--- src/rtl/demux2_pkg.sv ---
// Shared constants for the registered 1-to-2 demultiplexer (demux2_reg).
package demux2_pkg;

   localparam logic SEL_Y0 = 1'b0;
   localparam logic SEL_Y1 = 1'b1;

   localparam int N_DEFAULT  = 16;
   localparam int CW_DEFAULT = 8;

endpackage : demux2_pkg

--- src/rtl/demux2_reg_out_slot.sv ---
// One output holding register of demux2_reg: a full flag plus the word it holds.
// can_load is high when the slot is empty or being drained this cycle.
module out_slot
   import demux2_pkg::*;
#(
   parameter int n = N_DEFAULT
) (
   input  logic         clk,
   input  logic         rst_n,
   input  logic         load,
   input  logic [n-1:0] load_data,
   input  logic         rdy,
   output logic         valid,
   output logic [n-1:0] data,
   output logic         can_load
);

   logic         full;
   logic [n-1:0] data_q;

   // Load takes priority over drain so a simultaneous drain+load keeps full set.
   always_ff @(posedge clk) begin
      if (!rst_n) begin
         full   <= 1'b0;
         data_q <= '0;
      end else if (load) begin
         full   <= 1'b1;
         data_q <= load_data;
      end else if (full && rdy) begin
         full   <= 1'b0;
      end
   end

   assign valid    = full;
   assign data     = data_q;
   assign can_load = !full || rdy;

endmodule : out_slot

--- src/rtl/demux2_reg.sv ---
// Registered 1-to-2 demultiplexer with valid/ready on every port.
// Optional per-output handshake counters are compiled in with DEMUX2_REG_CNT_EN.
module demux2_reg
   import demux2_pkg::*;
#(
   parameter int n  = N_DEFAULT,
   parameter int CW = CW_DEFAULT
) (
   input  logic          clk,
   input  logic          rst_n,
   input  logic [n-1:0]  D,
   input  logic          S,
   input  logic          DV,
   output logic          DRDY,
   output logic [n-1:0]  Y0,
   output logic          Y0V,
   input  logic          Y0RDY,
   output logic [n-1:0]  Y1,
   output logic          Y1V,
`ifdef DEMUX2_REG_CNT_EN
   input  logic          Y1RDY,
   input  logic          CNT_CLR,
   output logic [CW-1:0] CNT0,
   output logic [CW-1:0] CNT1
`else
   input  logic          Y1RDY
`endif
);

   // Handshake: a word moves on a rising edge when valid and ready are both
   // high; valid never waits on ready, and a stalled producer keeps D/S stable.

   if (CW < 1) begin : g_bad_cw
      $error("demux2_reg: CW must be at least 1");
   end

   logic can0;
   logic can1;
   logic acc;
   logic load0;
   logic load1;

   // Only the selected output decides readiness, even with DV low.
   assign DRDY  = (S == SEL_Y1) ? can1 : can0;
   assign acc   = DV && DRDY;
   assign load0 = acc && (S == SEL_Y0);
   assign load1 = acc && (S == SEL_Y1);

   out_slot #(.n(n)) u_slot0 (
      .clk       (clk),
      .rst_n     (rst_n),
      .load      (load0),
      .load_data (D),
      .rdy       (Y0RDY),
      .valid     (Y0V),
      .data      (Y0),
      .can_load  (can0)
   );

   out_slot #(.n(n)) u_slot1 (
      .clk       (clk),
      .rst_n     (rst_n),
      .load      (load1),
      .load_data (D),
      .rdy       (Y1RDY),
      .valid     (Y1V),
      .data      (Y1),
      .can_load  (can1)
   );

`ifdef DEMUX2_REG_CNT_EN
   // Counters wrap naturally; a clear beats a same-cycle handshake.
   always_ff @(posedge clk) begin
      if (!rst_n || CNT_CLR) begin
         CNT0 <= '0;
         CNT1 <= '0;
      end else begin
         if (Y0V && Y0RDY) CNT0 <= CNT0 + CW'(1);
         if (Y1V && Y1RDY) CNT1 <= CNT1 + CW'(1);
      end
   end
`endif

   // A stalled producer may withdraw DV but must not alter D or S while offering.
   property p_producer_hold;
      @(posedge clk) disable iff (!rst_n)
         (DV && !DRDY) |=> (!DV || ($stable(D) && $stable(S)));
   endproperty
   a_producer_hold: assert property (p_producer_hold);

endmodule : demux2_reg

--- config.mk ---
export PLATFORM = sky130hd
export DESIGN_NAME = demux2_reg
export DESIGN_NICKNAME = d
export VERILOG_FILES = /design/src/rtl/demux2_pkg.sv /design/src/rtl/demux2_reg_out_slot.sv /design/src/rtl/demux2_reg.sv
export SDC_FILE = /design/constraint.sdc
export NUM_CORES = 1
export LEC_CHECK = 0
export CAP_MARGIN = 20
export CORE_MARGIN = 10
export CORE_UTILIZATION = 25
export CTS_CLUSTER_SIZE = 8
export DETAILED_ROUTE_END_ITERATION = 16
export DONT_BUFFER_PORTS = 1
export MAX_ROUTING_LAYER = met4
export PLACE_DENSITY = 0.45
export SLEW_MARGIN = 30
export SYNTH_ARGS = -nofsm -noshare
export SYNTH_HDL_FRONTEND = slang
export SYNTH_SLANG_ARGS = --single-unit
--- constraint.sdc ---
create_clock -name clk -period 1.3 [get_ports clk]
set_input_delay 0.065 -clock clk [delete_from_list [all_inputs] [get_ports clk]]
set_output_delay 0.065 -clock clk [all_outputs]
set_load 0.005 [all_outputs]
==> out/results.txt <==
Status -> finished, final reports clean
I/O pin cnt -> 57
CP max stage delay -> 0.35 ns
Clock-pin slew on the worst setup and hold paths -> 0.06 ns
Max-slew violations -> 0
Vias/cell -> 4.13
HPWL Detailed -> 2380 um
Syn-to-layout area delta -> 21.5%
Seq/Total Area, Yosys -> 50.7%
Post-route setup TNS -> 0 ns
Final WL -> 3220 um
Top cell type's share of synthesized area -> 50.7%
CTS tree -> built
Distinct cells, synth -> 12
Overall Global Routing Usage -> 7.77%
Actual slew at the worst max-slew pin -> 0.399 ns
Die Y -> 93.3 um
Post-route setup slack -> 0.120 ns
Number of DRC markers in iteration 0 -> 37
Max FO, Critical Path -> 17
Num Clock Sinks -> 34
Mapped Cells -> 131
Switch Pwr -> 478 uW
Top post-synthesis cells by area -> dfxtp_1, mux2i_1, nand2_1, buf_12, nor2_8
Int Pwr -> 1570 uW
Peak supply drop -> 0.545 mV
Via count -> 900
Initial antenna violation count -> 0
Slew headroom -> 73.4%
Wire length per cell -> 14.8 um
Crit path kind -> flip-flop to flip-flop
Clock Skew -> 0.00163 ns
Synth Warn # -> 0
Die Footprint -> 0.00870 mm^2
Flop pwr share -> 55.9%
Total grt overflow -> 0
Startpoint Class -> flip-flop
RSZ-0062 raised after global routing -> false
Antenna viol nets, final -> 0
Hold WC Path Type -> input port to flip-flop
Worst EP arrival -> 1.38 ns
NumNets Final -> 170
First-pass GRT wire length -> 5100 um
Die X -> 93.3 um
Clock power frac -> 34.3%
Core area -> 0.00517 mm^2
DR DRC count -> 0
Final min period -> 1.18 ns
Max Clk Rate -> 847 MHz
Switch share -> 23.3%
Vias in the first global route -> 968
Final core area utilization -> 31.5%
Fraction of layout cells with a size suffix above 1 -> 8.11%
Fin Hold WS -> 0.0267 ns
Pre-CTS setup slack -> 0.111 ns
CP max stage cell -> nor2_8
Fill count -> 520
WP buf/inv -> 0
Setup violators final -> 0
Largest area contributor in the netlist -> dfxtp_1
Power density over cell area -> 1250 mW/mm^2
Max-cap violations -> 0
Multi-input gate area -> 592 um^2
Row cnt -> 26
Synth Net Count -> 153
CTS max path bufs -> 2
Worst Path Required -> 1.50 ns
Worst setup EP type -> flip-flop
CP top delay family -> simple AND/OR/NAND/NOR gates
Yosys reg bits -> 34
Drt first pass iters -> 4
Initial Util -> 26.0%
I/O Buffers -> 0
Tcrit/Tclk final -> 90.8%
Register area -> 681 um^2
Syn Area/Cell -> 10.2 um^2
Leakage Power -> 0.000621 uW
Clock latency on the worst-skew pair -> 0.27 ns
Worst path cell trace -> and2b_4 > nor2_8 > mux2i_1
CTS Buf Count -> 5
GPL Wtd Cong -> 0.647
Mapped cell area -> 0.00134 mm^2
Clk root buf -> clkbuf_8
Comb power frac -> 9.7%
Largest net degree at the start of global routing -> 51
H-Tree Depth -> 2
# Post-CTS Setup Buffers -> 0
Ant diodes -> 0
Final hold vios -> 0
[sequential cells by signal (all words and copies together) (netlist names)]
name           cells
u_slot0.data      16
u_slot1.valid      1
u_slot1.data      16
u_slot0.valid      1
[synth_stat cells]
| library cell | number |
|---|---|
| dfxtp_1 | 34 |
| nor2_8 | 1 |
| buf_6 | 1 |
| clkbuf_1 | 4 |
| and2b_4 | 1 |
| nand2_1 | 49 |
| o21a_1 | 2 |
| buf_2 | 2 |
| nor3b_2 | 1 |
| mux2i_1 | 33 |
| nor2b_4 | 1 |
| buf_12 | 2 |
[logic make-up (layout without fill, tap and decap cells)]
logic type | Yosys count | in the layout | share of synthesized area (%)
simple gates | 53 | 53 | 17.9
flops | 34 | 34 | 50.7
mux | 33 | 33 | 24.6
buf+inv | 9 | 26 | 5.68
compound gates | 2 | 2 | 1.12
[power groups by stage]
| stage | logic (uW) | clock network, uW | registers [uW] |
|---|---|---|---|
| final | 199 | 703 | 1150 |
| after global routing | 223 | 796 | 1150 |
| after CTS | 202 | 746 | 1150 |
| after detailed placement | 136 | 0 | 1170 |
| after global placement | 130 | 0 | 1170 |
| after floorplan | 148 | 0 | 1150 |
[what timing repair did]
item | CTS | global route
endpoints found under the setup margin | 0 | 0
endpoints found under the hold margin | 34 | 0
hold buffers | 17 | 0
gates resized for setup | 0 | 0
[metal layers]
layer | vias to the layer above | GRT usage (%) | share of wire (%)
li1 | 455 | - | -
met1 | 405 | 8.30 | 40
met2 | 40 | 10.9 | 45
met3 | 0 | 6.16 | 15
met4 | 0 | 1.93 | 0
met5 | - | - | 0
[final timing paths]
check	startpoint	end	slack [ns]	depth (start not counted)
worst max-delay path	u_slot1.valid	u_slot1.data[9]	0.12	3
worst min-delay path	Y0RDY	u_slot0.valid	0.03	2
worst max register to register	u_slot1.valid	u_slot1.data[9]	0.12	3
worst min register to register	u_slot0.data[3]	u_slot0.data[3]	0.48	2
[cell usage in the layout, fill, tap and decap left out]
cell,Yosys,layout
and2b_4,1,1
buf_12,2,1
buf_4,0,2
clkbuf_1,4,2
clkbuf_8,0,5
dfxtp_1,34,34
dlygate4sd3_1,0,16
mux2i_1,33,33
nand2_1,49,49
nor2_8,1,1
nor2b_4,1,1
nor3b_4,0,1
o21a_1,2,2
[per-stage QoR]
stage          power (uW)  cells  area, um^2
2_1_floorplan        1300    131        1340
3_3_place_gp         1300    194        1380
3_5_place_dp         1310    194        1380
4_1_cts              2100    218        1630
5_1_grt              2170    218        1630
6_report             2050    218        1630
[cell type report]
class / instances / area share, %
sequential: 34 / 41.7
multi-input combinational: 88 / 36.3
timing repair buffer: 19 / 12.0
tap: 70 / 5.37
clock buffer: 7 / 4.68
Power figures use the tool's default switching activity.
